$ cat config.mk
export PLATFORM = sky130hd
export DESIGN_NAME = axi4_lite_master_bridge_flat
export DESIGN_NICKNAME = d
export VERILOG_FILES = /design/src/rtl/axi4_lite_master_bridge_if.sv /design/src/rtl/axi4_lite_master_bridge.sv /design/src/flat_wrapper.sv
export SDC_FILE = /design/constraint.sdc
export NUM_CORES = 1
export LEC_CHECK = 0
export ABC_AREA = 1
export CORE_UTILIZATION = 55
export DETAILED_ROUTE_END_ITERATION = 7
export DONT_BUFFER_PORTS = 1
export GPL_TIMING_DRIVEN = 0
export PLACE_DENSITY = 0.76
export SLEW_MARGIN = 40
export SYNTH_ARGS = -nofsm -noshare
export SYNTH_HDL_FRONTEND = slang
export SYNTH_SLANG_ARGS = --single-unit
$ cat constraint.sdc
create_clock -name clk -period 2.25 [get_ports clk]
set_input_delay 0.45 -clock clk [delete_from_list [all_inputs] [get_ports clk]]
set_output_delay 0.45 -clock clk [all_outputs]
set_load 0.01 [all_outputs]
$ cat src/rtl/axi4_lite_master_bridge_if.sv
// Signal bundle between a native valid/ready memory port and an AXI4-Lite
// responder; the bridge uses the master view, the environment the slave view.
interface axi4_lite_master_bridge_if;
   logic        mem_valid;
   logic        mem_instr;
   logic        mem_ready;
   logic [31:0] mem_addr;
   logic [31:0] mem_wdata;
   logic [3:0]  mem_wstrb;
   logic [31:0] mem_rdata;

   logic        mem_axi_awvalid;
   logic        mem_axi_awready;
   logic [31:0] mem_axi_awaddr;
   logic [2:0]  mem_axi_awprot;

   logic        mem_axi_wvalid;
   logic        mem_axi_wready;
   logic [31:0] mem_axi_wdata;
   logic [3:0]  mem_axi_wstrb;

   logic        mem_axi_bvalid;
   logic        mem_axi_bready;

   logic        mem_axi_arvalid;
   logic        mem_axi_arready;
   logic [31:0] mem_axi_araddr;
   logic [2:0]  mem_axi_arprot;

   logic        mem_axi_rvalid;
   logic        mem_axi_rready;
   logic [31:0] mem_axi_rdata;

   modport master (
      input  mem_valid, mem_instr, mem_addr, mem_wdata, mem_wstrb,
      output mem_ready, mem_rdata,
      output mem_axi_awvalid, mem_axi_awaddr, mem_axi_awprot,
      input  mem_axi_awready,
      output mem_axi_wvalid, mem_axi_wdata, mem_axi_wstrb,
      input  mem_axi_wready,
      input  mem_axi_bvalid,
      output mem_axi_bready,
      output mem_axi_arvalid, mem_axi_araddr, mem_axi_arprot,
      input  mem_axi_arready,
      input  mem_axi_rvalid, mem_axi_rdata,
      output mem_axi_rready
   );

   modport slave (
      output mem_valid, mem_instr, mem_addr, mem_wdata, mem_wstrb,
      input  mem_ready, mem_rdata,
      input  mem_axi_awvalid, mem_axi_awaddr, mem_axi_awprot,
      output mem_axi_awready,
      input  mem_axi_wvalid, mem_axi_wdata, mem_axi_wstrb,
      output mem_axi_wready,
      output mem_axi_bvalid,
      input  mem_axi_bready,
      input  mem_axi_arvalid, mem_axi_araddr, mem_axi_arprot,
      output mem_axi_arready,
      output mem_axi_rvalid, mem_axi_rdata,
      input  mem_axi_rready
   );
endinterface

$ cat src/rtl/axi4_lite_master_bridge.sv
// Converts single native memory requests into one AXI4-Lite read or write at a
// time, with a sticky per-transaction watchdog flag.
module axi4_lite_master_bridge #(
   parameter int unsigned TIMEOUT = 32'd1024
) (
   input  logic                       clk,
   input  logic                       reset,
   axi4_lite_master_bridge_if.master  bus,
   output logic                       timeout_err
);
   typedef enum logic [2:0] {
      IDLE    = 3'd0,
      RD_ADDR = 3'd1,
      RD_DATA = 3'd2,
      WR_REQ  = 3'd3,
      WR_RESP = 3'd4,
      DONE    = 3'd5
   } state_t;

   localparam logic [31:0] TMO_C = 32'(TIMEOUT);

   state_t      state_q;
   logic [31:0] addr_q, wdata_q, rdata_q;
   logic [3:0]  wstrb_q;
   logic [2:0]  arprot_q;
   logic        arvalid_q, rready_q, awvalid_q, wvalid_q, bready_q, mem_ready_q;
   logic        aw_done_q, w_done_q;
   logic [31:0] wd_q, wd_d;
   logic        timeout_err_q;
   logic        aw_now_s, w_now_s, wd_hit_s;

   // Write-channel progress including a handshake happening on this edge.
   always_comb begin
      aw_now_s = aw_done_q | (awvalid_q & bus.mem_axi_awready);
      w_now_s  = w_done_q  | (wvalid_q  & bus.mem_axi_wready);
   end

   // Transaction FSM; every bus-facing output is a register written here.
   always_ff @(posedge clk) begin
      if (reset) begin
         state_q     <= IDLE;
         addr_q      <= 32'd0;
         wdata_q     <= 32'd0;
         wstrb_q     <= 4'd0;
         arprot_q    <= 3'd0;
         rdata_q     <= 32'd0;
         arvalid_q   <= 1'b0;
         rready_q    <= 1'b0;
         awvalid_q   <= 1'b0;
         wvalid_q    <= 1'b0;
         bready_q    <= 1'b0;
         mem_ready_q <= 1'b0;
         aw_done_q   <= 1'b0;
         w_done_q    <= 1'b0;
      end else begin
         case (state_q)
            IDLE: begin
               if (bus.mem_valid) begin
                  addr_q <= bus.mem_addr;
                  if (bus.mem_wstrb == 4'd0) begin
                     arprot_q  <= {bus.mem_instr, 2'b00};
                     arvalid_q <= 1'b1;
                     state_q   <= RD_ADDR;
                  end else begin
                     wdata_q   <= bus.mem_wdata;
                     wstrb_q   <= bus.mem_wstrb;
                     awvalid_q <= 1'b1;
                     wvalid_q  <= 1'b1;
                     aw_done_q <= 1'b0;
                     w_done_q  <= 1'b0;
                     state_q   <= WR_REQ;
                  end
               end else begin
                  state_q <= IDLE;
               end
            end
            RD_ADDR: begin
               if (bus.mem_axi_arready) begin
                  arvalid_q <= 1'b0;
                  rready_q  <= 1'b1;
                  state_q   <= RD_DATA;
               end else begin
                  state_q <= RD_ADDR;
               end
            end
            RD_DATA: begin
               // rready is only high here, so an early rvalid is never taken.
               if (bus.mem_axi_rvalid && rready_q) begin
                  rdata_q     <= bus.mem_axi_rdata;
                  rready_q    <= 1'b0;
                  mem_ready_q <= 1'b1;
                  state_q     <= DONE;
               end else begin
                  state_q <= RD_DATA;
               end
            end
            WR_REQ: begin
               if (awvalid_q && bus.mem_axi_awready) begin
                  awvalid_q <= 1'b0;
               end
               if (wvalid_q && bus.mem_axi_wready) begin
                  wvalid_q <= 1'b0;
               end
               if (aw_now_s && w_now_s) begin
                  aw_done_q <= 1'b0;
                  w_done_q  <= 1'b0;
                  bready_q  <= 1'b1;
                  state_q   <= WR_RESP;
               end else begin
                  aw_done_q <= aw_now_s;
                  w_done_q  <= w_now_s;
                  state_q   <= WR_REQ;
               end
            end
            WR_RESP: begin
               if (bus.mem_axi_bvalid && bready_q) begin
                  bready_q    <= 1'b0;
                  mem_ready_q <= 1'b1;
                  state_q     <= DONE;
               end else begin
                  state_q <= WR_RESP;
               end
            end
            DONE: begin
               mem_ready_q <= 1'b0;
               state_q     <= IDLE;
            end
            default: begin
               arvalid_q   <= 1'b0;
               rready_q    <= 1'b0;
               awvalid_q   <= 1'b0;
               wvalid_q    <= 1'b0;
               bready_q    <= 1'b0;
               mem_ready_q <= 1'b0;
               state_q     <= IDLE;
            end
         endcase
      end
   end

   // Saturating watchdog increment and threshold detect.
   always_comb begin
      if (wd_q == 32'hFFFF_FFFF) begin
         wd_d = wd_q;
      end else begin
         wd_d = wd_q + 32'd1;
      end
      if ((TMO_C != 32'd0) && (wd_d >= TMO_C)) begin
         wd_hit_s = 1'b1;
      end else begin
         wd_hit_s = 1'b0;
      end
   end

   // Watchdog counts busy cycles; the flag is sticky until reset.
   always_ff @(posedge clk) begin
      if (reset) begin
         wd_q          <= 32'd0;
         timeout_err_q <= 1'b0;
      end else if (state_q == IDLE) begin
         wd_q          <= 32'd0;
         timeout_err_q <= timeout_err_q;
      end else begin
         wd_q          <= wd_d;
         timeout_err_q <= timeout_err_q | wd_hit_s;
      end
   end

   assign bus.mem_ready       = mem_ready_q;
   assign bus.mem_rdata       = rdata_q;
   assign bus.mem_axi_awvalid = awvalid_q;
   assign bus.mem_axi_awaddr  = addr_q;
   assign bus.mem_axi_awprot  = 3'b000;
   assign bus.mem_axi_wvalid  = wvalid_q;
   assign bus.mem_axi_wdata   = wdata_q;
   assign bus.mem_axi_wstrb   = wstrb_q;
   assign bus.mem_axi_bready  = bready_q;
   assign bus.mem_axi_arvalid = arvalid_q;
   assign bus.mem_axi_araddr  = addr_q;
   assign bus.mem_axi_arprot  = arprot_q;
   assign bus.mem_axi_rready  = rready_q;
   assign timeout_err         = timeout_err_q;
endmodule

$ cat src/flat_wrapper.sv
// flat-port wrapper written by rule: the top's interface ports become plain ports
module axi4_lite_master_bridge_flat 
#(
   parameter int unsigned TIMEOUT = 32'd1024
)
  (clk, reset, timeout_err, bus_mem_valid, bus_mem_instr, bus_mem_addr, bus_mem_wdata, bus_mem_wstrb, bus_mem_ready, bus_mem_rdata, bus_mem_axi_awvalid, bus_mem_axi_awaddr, bus_mem_axi_awprot, bus_mem_axi_awready, bus_mem_axi_wvalid, bus_mem_axi_wdata, bus_mem_axi_wstrb, bus_mem_axi_wready, bus_mem_axi_bvalid, bus_mem_axi_bready, bus_mem_axi_arvalid, bus_mem_axi_araddr, bus_mem_axi_arprot, bus_mem_axi_arready, bus_mem_axi_rvalid, bus_mem_axi_rdata, bus_mem_axi_rready);
  axi4_lite_master_bridge_if bus_i ();
  input  logic clk;
  input  logic reset;
  output logic timeout_err;
  input wire logic [$bits(bus_i.mem_valid)-1:0] bus_mem_valid;
  input wire logic [$bits(bus_i.mem_instr)-1:0] bus_mem_instr;
  input wire logic [$bits(bus_i.mem_addr)-1:0] bus_mem_addr;
  input wire logic [$bits(bus_i.mem_wdata)-1:0] bus_mem_wdata;
  input wire logic [$bits(bus_i.mem_wstrb)-1:0] bus_mem_wstrb;
  output wire logic [$bits(bus_i.mem_ready)-1:0] bus_mem_ready;
  output wire logic [$bits(bus_i.mem_rdata)-1:0] bus_mem_rdata;
  output wire logic [$bits(bus_i.mem_axi_awvalid)-1:0] bus_mem_axi_awvalid;
  output wire logic [$bits(bus_i.mem_axi_awaddr)-1:0] bus_mem_axi_awaddr;
  output wire logic [$bits(bus_i.mem_axi_awprot)-1:0] bus_mem_axi_awprot;
  input wire logic [$bits(bus_i.mem_axi_awready)-1:0] bus_mem_axi_awready;
  output wire logic [$bits(bus_i.mem_axi_wvalid)-1:0] bus_mem_axi_wvalid;
  output wire logic [$bits(bus_i.mem_axi_wdata)-1:0] bus_mem_axi_wdata;
  output wire logic [$bits(bus_i.mem_axi_wstrb)-1:0] bus_mem_axi_wstrb;
  input wire logic [$bits(bus_i.mem_axi_wready)-1:0] bus_mem_axi_wready;
  input wire logic [$bits(bus_i.mem_axi_bvalid)-1:0] bus_mem_axi_bvalid;
  output wire logic [$bits(bus_i.mem_axi_bready)-1:0] bus_mem_axi_bready;
  output wire logic [$bits(bus_i.mem_axi_arvalid)-1:0] bus_mem_axi_arvalid;
  output wire logic [$bits(bus_i.mem_axi_araddr)-1:0] bus_mem_axi_araddr;
  output wire logic [$bits(bus_i.mem_axi_arprot)-1:0] bus_mem_axi_arprot;
  input wire logic [$bits(bus_i.mem_axi_arready)-1:0] bus_mem_axi_arready;
  input wire logic [$bits(bus_i.mem_axi_rvalid)-1:0] bus_mem_axi_rvalid;
  input wire logic [$bits(bus_i.mem_axi_rdata)-1:0] bus_mem_axi_rdata;
  output wire logic [$bits(bus_i.mem_axi_rready)-1:0] bus_mem_axi_rready;
  assign bus_i.mem_valid = bus_mem_valid;
  assign bus_i.mem_instr = bus_mem_instr;
  assign bus_i.mem_addr = bus_mem_addr;
  assign bus_i.mem_wdata = bus_mem_wdata;
  assign bus_i.mem_wstrb = bus_mem_wstrb;
  assign bus_mem_ready = bus_i.mem_ready;
  assign bus_mem_rdata = bus_i.mem_rdata;
  assign bus_mem_axi_awvalid = bus_i.mem_axi_awvalid;
  assign bus_mem_axi_awaddr = bus_i.mem_axi_awaddr;
  assign bus_mem_axi_awprot = bus_i.mem_axi_awprot;
  assign bus_i.mem_axi_awready = bus_mem_axi_awready;
  assign bus_mem_axi_wvalid = bus_i.mem_axi_wvalid;
  assign bus_mem_axi_wdata = bus_i.mem_axi_wdata;
  assign bus_mem_axi_wstrb = bus_i.mem_axi_wstrb;
  assign bus_i.mem_axi_wready = bus_mem_axi_wready;
  assign bus_i.mem_axi_bvalid = bus_mem_axi_bvalid;
  assign bus_mem_axi_bready = bus_i.mem_axi_bready;
  assign bus_mem_axi_arvalid = bus_i.mem_axi_arvalid;
  assign bus_mem_axi_araddr = bus_i.mem_axi_araddr;
  assign bus_mem_axi_arprot = bus_i.mem_axi_arprot;
  assign bus_i.mem_axi_arready = bus_mem_axi_arready;
  assign bus_i.mem_axi_rvalid = bus_mem_axi_rvalid;
  assign bus_i.mem_axi_rdata = bus_mem_axi_rdata;
  assign bus_mem_axi_rready = bus_i.mem_axi_rready;
  axi4_lite_master_bridge #(.TIMEOUT(TIMEOUT)) u_core (.clk(clk), .reset(reset), .bus(bus_i), .timeout_err(timeout_err));
endmodule
==> summary.json <==
{
  "outcome": {"value": "finished clean"},
  "cp-start-kind": {"value": "flip-flop"},
  "worst_skew_pair.late_latency": {"value": 0.43, "unit": "ns"},
  "synth_sequential_area_ratio": {"value": 0.456},
  "cpLargestDelayFamily": {"value": "simple AND/OR/NAND/NOR gates"},
  "layout.cells.most_common": {"value": "sky130_fd_sc_hd__nor2_1"},
  "post-synth-top-area-cell": {"value": "sky130_fd_sc_hd__dfxtp_1"},
  "synth.top_cells.by_area": {"value": "sky130_fd_sc_hd__dfxtp_1 46%, sky130_fd_sc_hd__nor2_1 17%, sky130_fd_sc_hd__nand2_1 8.5%"},
  "min_path_type": {"value": "input pin to flip-flop"},
  "crit_path_end": {"value": "u_core.timeout_err"},
  "post_synth.cell_area_avg": {"value": 6.95, "unit": "um^2"},
  "timing.critical_path.cells": {"value": "ha_2 > nand3_2 > inv_2 > nand2_4 > nor2_2 > xnor2_1 > nand2_1 > nor2_1 > nand2_1 > nor2_1 > nand3_1 > nand2_1 > nand2_1"},
  "dr.pass1.iters": {"value": 5},
  "ioPinCount": {"value": 254},
  "initial_antenna_violation_count": {"value": 0},
  "fillerInstances": {"value": 1016},
  "top_usage_layer": {"value": "met2"},
  "synthToLayoutAreaGrowth": {"value": 13.2, "unit": "%"},
  "max_freq": {"value": 467, "unit": "MHz"},
  "timing.final.setup_violations": {"value": 0},
  "crit_slowest_cell": {"value": "sky130_fd_sc_hd__dfxtp_2"},
  "timing.critical_path.slowest_cell_delay": {"value": 0.40, "unit": "ns"},
  "library_cell_used_as_clock_root_buffer": {"value": "sky130_fd_sc_hd__clkbuf_16"},
  "hold_viol_final": {"value": 0},
  "p_leak": {"value": 3.17, "unit": "nW"},
  "final.hold.worst_slack": {"value": 0.152, "unit": "ns"},
  "met1_usage": {"value": 0.352},
  "fin_total_pwr": {"value": 6.85, "unit": "mW"},
  "clock_path_buffers": {"value": 2},
  "dpl.hpwl": {"value": 13.0, "unit": "mm"},
  "layout-drive-gt1-share": {"value": 0.107},
  "timing.final.max_slew_violations": {"value": 0},
  "synthesis.area": {"value": 0.00637, "unit": "mm^2"},
  "nNetsFinal": {"value": 1050},
  "gr-usage-met3": {"value": 0.0735},
  "cts.repair_timing.setup_buffer_count": {"value": 0},
  "drcViolationCount": {"value": 0},
  "worst_slew_pin_slew": {"value": 0.553, "unit": "ns"},
  "floorplan.initialDensity": {"value": 0.575},
  "cts.clk_slew.worst_paths": {"value": 0.07, "unit": "ns"},
  "portBuffers": {"value": 0},
  "core_area": {"value": 0.0111, "unit": "mm^2"},
  "number_of_flip_flops_and_latches_in_the_synthesized_netlist": {"value": 145},
  "reg2reg_depth": {"value": 13},
  "synth_edf_count": {"value": 0},
  "async_flop_share": {"value": 0},
  "cts_inserted_buffers": {"value": 17},
  "rr_endpoint": {"value": "u_core.timeout_err"},
  "max-vdd-ir-drop": {"value": 657, "unit": "uV"},
  "critPathMaxFanout": {"value": 7},
  "synthDistinctLibCells": {"value": 35},
  "critical_path_required": {"value": 2.57, "unit": "ns"},
  "overflow": {"value": 0},
  "number_of_cells_on_the_critical_path": {"value": 13},
  "synth_top_cell_area_share": {"value": 0.456},
  "drt_iter0_markers": {"value": 387},
  "grt_start_max_net_pins": {"value": 17},
  "crit_top_cell": {"value": "sky130_fd_sc_hd__nand2_1"},
  "dieWidth": {"value": 110, "unit": "um"},
  "postPlaceCellArea": {"value": 0.00656, "unit": "mm^2"},
  "dieArea": {"value": 0.0120, "unit": "mm^2"},
  "met2_usage": {"value": 0.490},
  "r2r_slack": {"value": 0.11, "unit": "ns"},
  "row_count": {"value": 38},
  "n_antenna_cell": {"value": 0},
  "layout_min_cycle_time": {"value": 2.14, "unit": "ns"},
  "layout.area.seq": {"value": 0.00290, "unit": "mm^2"},
  "htree_num_levels": {"value": 4},
  "clock_sink_count": {"value": 145},
  "worstPathArrival": {"value": 2.46, "unit": "ns"},
  "timing_worst_setup_path_type": {"value": "flip-flop to flip-flop"},
  "power_per_cell_area": {"value": 950, "unit": "mW/mm^2"},
  "timing.max_cap.violations": {"value": 0},
  "antenna_left": {"value": 0},
  "worst_r2r_startpoint": {"value": "u_core.wd_q[0]"},
  "route.final.wire_length": {"value": 17.4, "unit": "mm"},
  "synth_flop_cell": {"value": "sky130_fd_sc_hd__dfxtp_1"},
  "die_y": {"value": 110, "unit": "um"},
  "rsz0062_at_grt": {"value": "no"},
  "total_area_of_multi_input_combinational_cells": {"value": 0.00283, "unit": "mm^2"},
  "routed-via-count": {"value": 5806},
  "via_count_of_the_first_global_routing_pass": {"value": 5276},
  "element_type_at_the_critical_path_end": {"value": "flip-flop"},
  "critical_path.startpoint": {"value": "u_core.wd_q[0]"},
  "number_of_buffer_and_inverter_stages_on_the_critical_path": {"value": 1},
  "routedWlPerCell": {"value": 15.9, "unit": "um"},
  "timing.slew.headroom": {"value": 0.632},
  "globalRouteTotalUtil": {"value": 0.287},
  "grt_first_pass_wirelength": {"value": 26.1, "unit": "mm"},
  "post-route-cell-area": {"value": 0.00721, "unit": "mm^2"},
  "most-common-layout-cells": {"value": "281 x sky130_fd_sc_hd__nor2_1, 145 x sky130_fd_sc_hd__nand2_1, 144 x sky130_fd_sc_hd__dfxtp_1"},
  "clock_skew": {"value": 0.0140, "unit": "ns"},
  "globalplace.congestion": {"value": 0.943},
  "via_per_inst": {"value": 5.31},
  "cts_tree": {"value": "yes"},
  "finalCritPeriodShare": {"value": 0.951},
  "synthesis.yosys.warnings": {"value": 0},
  "instance_count_of_the_mapped_netlist": {"value": 917}
}
-- how the worst min path moves through the flow --
stage	startpoint	endpoint	slack, ns	cells after the start
after floorplan	u_core.aw_done_q	u_core.aw_done_q	0.44	2
after global placement	u_core.aw_done_q	u_core.aw_done_q	0.45	2
after detailed placement	u_core.w_done_q	u_core.w_done_q	0.46	2
after CTS	bus_mem_addr[19]	u_core.bus.mem_axi_araddr[19]	0.16	2
after global routing	bus_mem_addr[19]	u_core.bus.mem_axi_araddr[19]	0.15	2
final	bus_mem_addr[19]	u_core.bus.mem_axi_araddr[19]	0.15	2
-- registers in the layout (all words and copies together) (netlist names) --
| register | count |
|---|---|
| u_core.bus.mem_axi_wdata | 32 |
| u_core.wd_q | 32 |
| u_core.bus.mem_axi_arprot | 1 |
| u_core.timeout_err | 1 |
| u_core.bus.mem_axi_arvalid | 1 |
| u_core.state_q | 3 |
| u_core.bus.mem_rdata | 32 |
| u_core.aw_done_q | 1 |
| u_core.bus.mem_axi_araddr | 32 |
| u_core.bus.mem_axi_wvalid | 1 |
| u_core.bus.mem_ready | 1 |
| u_core.bus.mem_axi_awvalid | 1 |
| u_core.bus.mem_axi_wstrb | 4 |
| u_core.bus.mem_axi_rready | 1 |
| u_core.bus.mem_axi_bready | 1 |
| u_core.w_done_q | 1 |
-- cells by family after synthesis --
logic type	share of synthesized area
fa+ha+maj	0.00196
simple gates	0.313
other cells	0.000589
xor+xnor	0.00962
flops	0.456
buf+inv	0.103
compound gates	0.116
-- per-layer routing --
| metal | part of all wire | wire, um | vias up |
|---|---|---|---|
| met2 | 0.50 | 8650 | 211 |
| li1 | - | - | 2917 |
| met5 | 0 | 0 | - |
| met1 | 0.42 | 7210 | 2655 |
| met3 | 0.073 | 1270 | 23 |
| met4 | 0.013 | 229 | 0 |
-- cell usage after synthesis (2+ instances only) --
| library cell | count |
|---|---|
| sky130_fd_sc_hd__clkinv_1 | 3 |
| sky130_fd_sc_hd__buf_4 | 38 |
| sky130_fd_sc_hd__nand2_4 | 2 |
| sky130_fd_sc_hd__nand3b_1 | 7 |
| sky130_fd_sc_hd__o31ai_1 | 3 |
| sky130_fd_sc_hd__a21oi_1 | 20 |
| sky130_fd_sc_hd__o21ai_1 | 4 |
| sky130_fd_sc_hd__nor3_1 | 4 |
| sky130_fd_sc_hd__buf_2 | 10 |
| sky130_fd_sc_hd__buf_1 | 3 |
| sky130_fd_sc_hd__nand3_1 | 32 |
| sky130_fd_sc_hd__o21ai_0 | 108 |
| sky130_fd_sc_hd__nor2_2 | 3 |
| sky130_fd_sc_hd__dfxtp_1 | 145 |
| sky130_fd_sc_hd__clkbuf_1 | 21 |
| sky130_fd_sc_hd__nor2_1 | 282 |
| sky130_fd_sc_hd__a31oi_1 | 5 |
| sky130_fd_sc_hd__nand2_2 | 2 |
| sky130_fd_sc_hd__or2_2 | 4 |
| sky130_fd_sc_hd__nor2_4 | 2 |
| sky130_fd_sc_hd__nand2_1 | 145 |
| sky130_fd_sc_hd__nand4_1 | 2 |
| sky130_fd_sc_hd__buf_6 | 2 |
| sky130_fd_sc_hd__inv_1 | 51 |
| sky130_fd_sc_hd__nand3_2 | 3 |
| sky130_fd_sc_hd__inv_2 | 2 |
| sky130_fd_sc_hd__xnor2_1 | 6 |
-- power breakdown --
part	internal [mW]	switching, mW
Clock	1.91	1.17
Sequential	2.77	0.269
Combinational	0.275	0.454
-- worst reg2reg max path: cells and delay by family, from the launching register on --
family / cells / cell delay, ns
xor gates and xnor gates: 1 / 0.16
adders and majority gates: 1 / 0.28
and+or+nand+nor: 10 / 1.05
buffers and inverters: 1 / 0.15
DFF: 1 / 0.40
-- layout make-up --
type,count,area share
Buffer,74,0.0621
Clock inverter,13,0.0276
Sequential cell,145,0.403
Inverter,56,0.0292
Multi-Input combinational cell,646,0.393
Clock buffer,19,0.0614
Tap cell,140,0.0243
-- through the flow --
stage	utilization	setup TNS, ns	instances	worst slack [ns]
finish	0.651	0	1093	0.110
global route	0.651	0	1093	0.0344
CTS	0.650	0	1093	0.0113
detailed placement	0.592	-0.0378	1061	-0.0378
global placement	0.592	0	1061	0.0255
floorplan	-	0	921	0.445
-- what timing repair did --
action                                  4_1_cts  5_1_grt
endpoints found under the setup margin        1       25
gates resized for setup                       1        2
hold buffers                                  0        0
No activity file was read; power rests on OpenSTA's default activity.
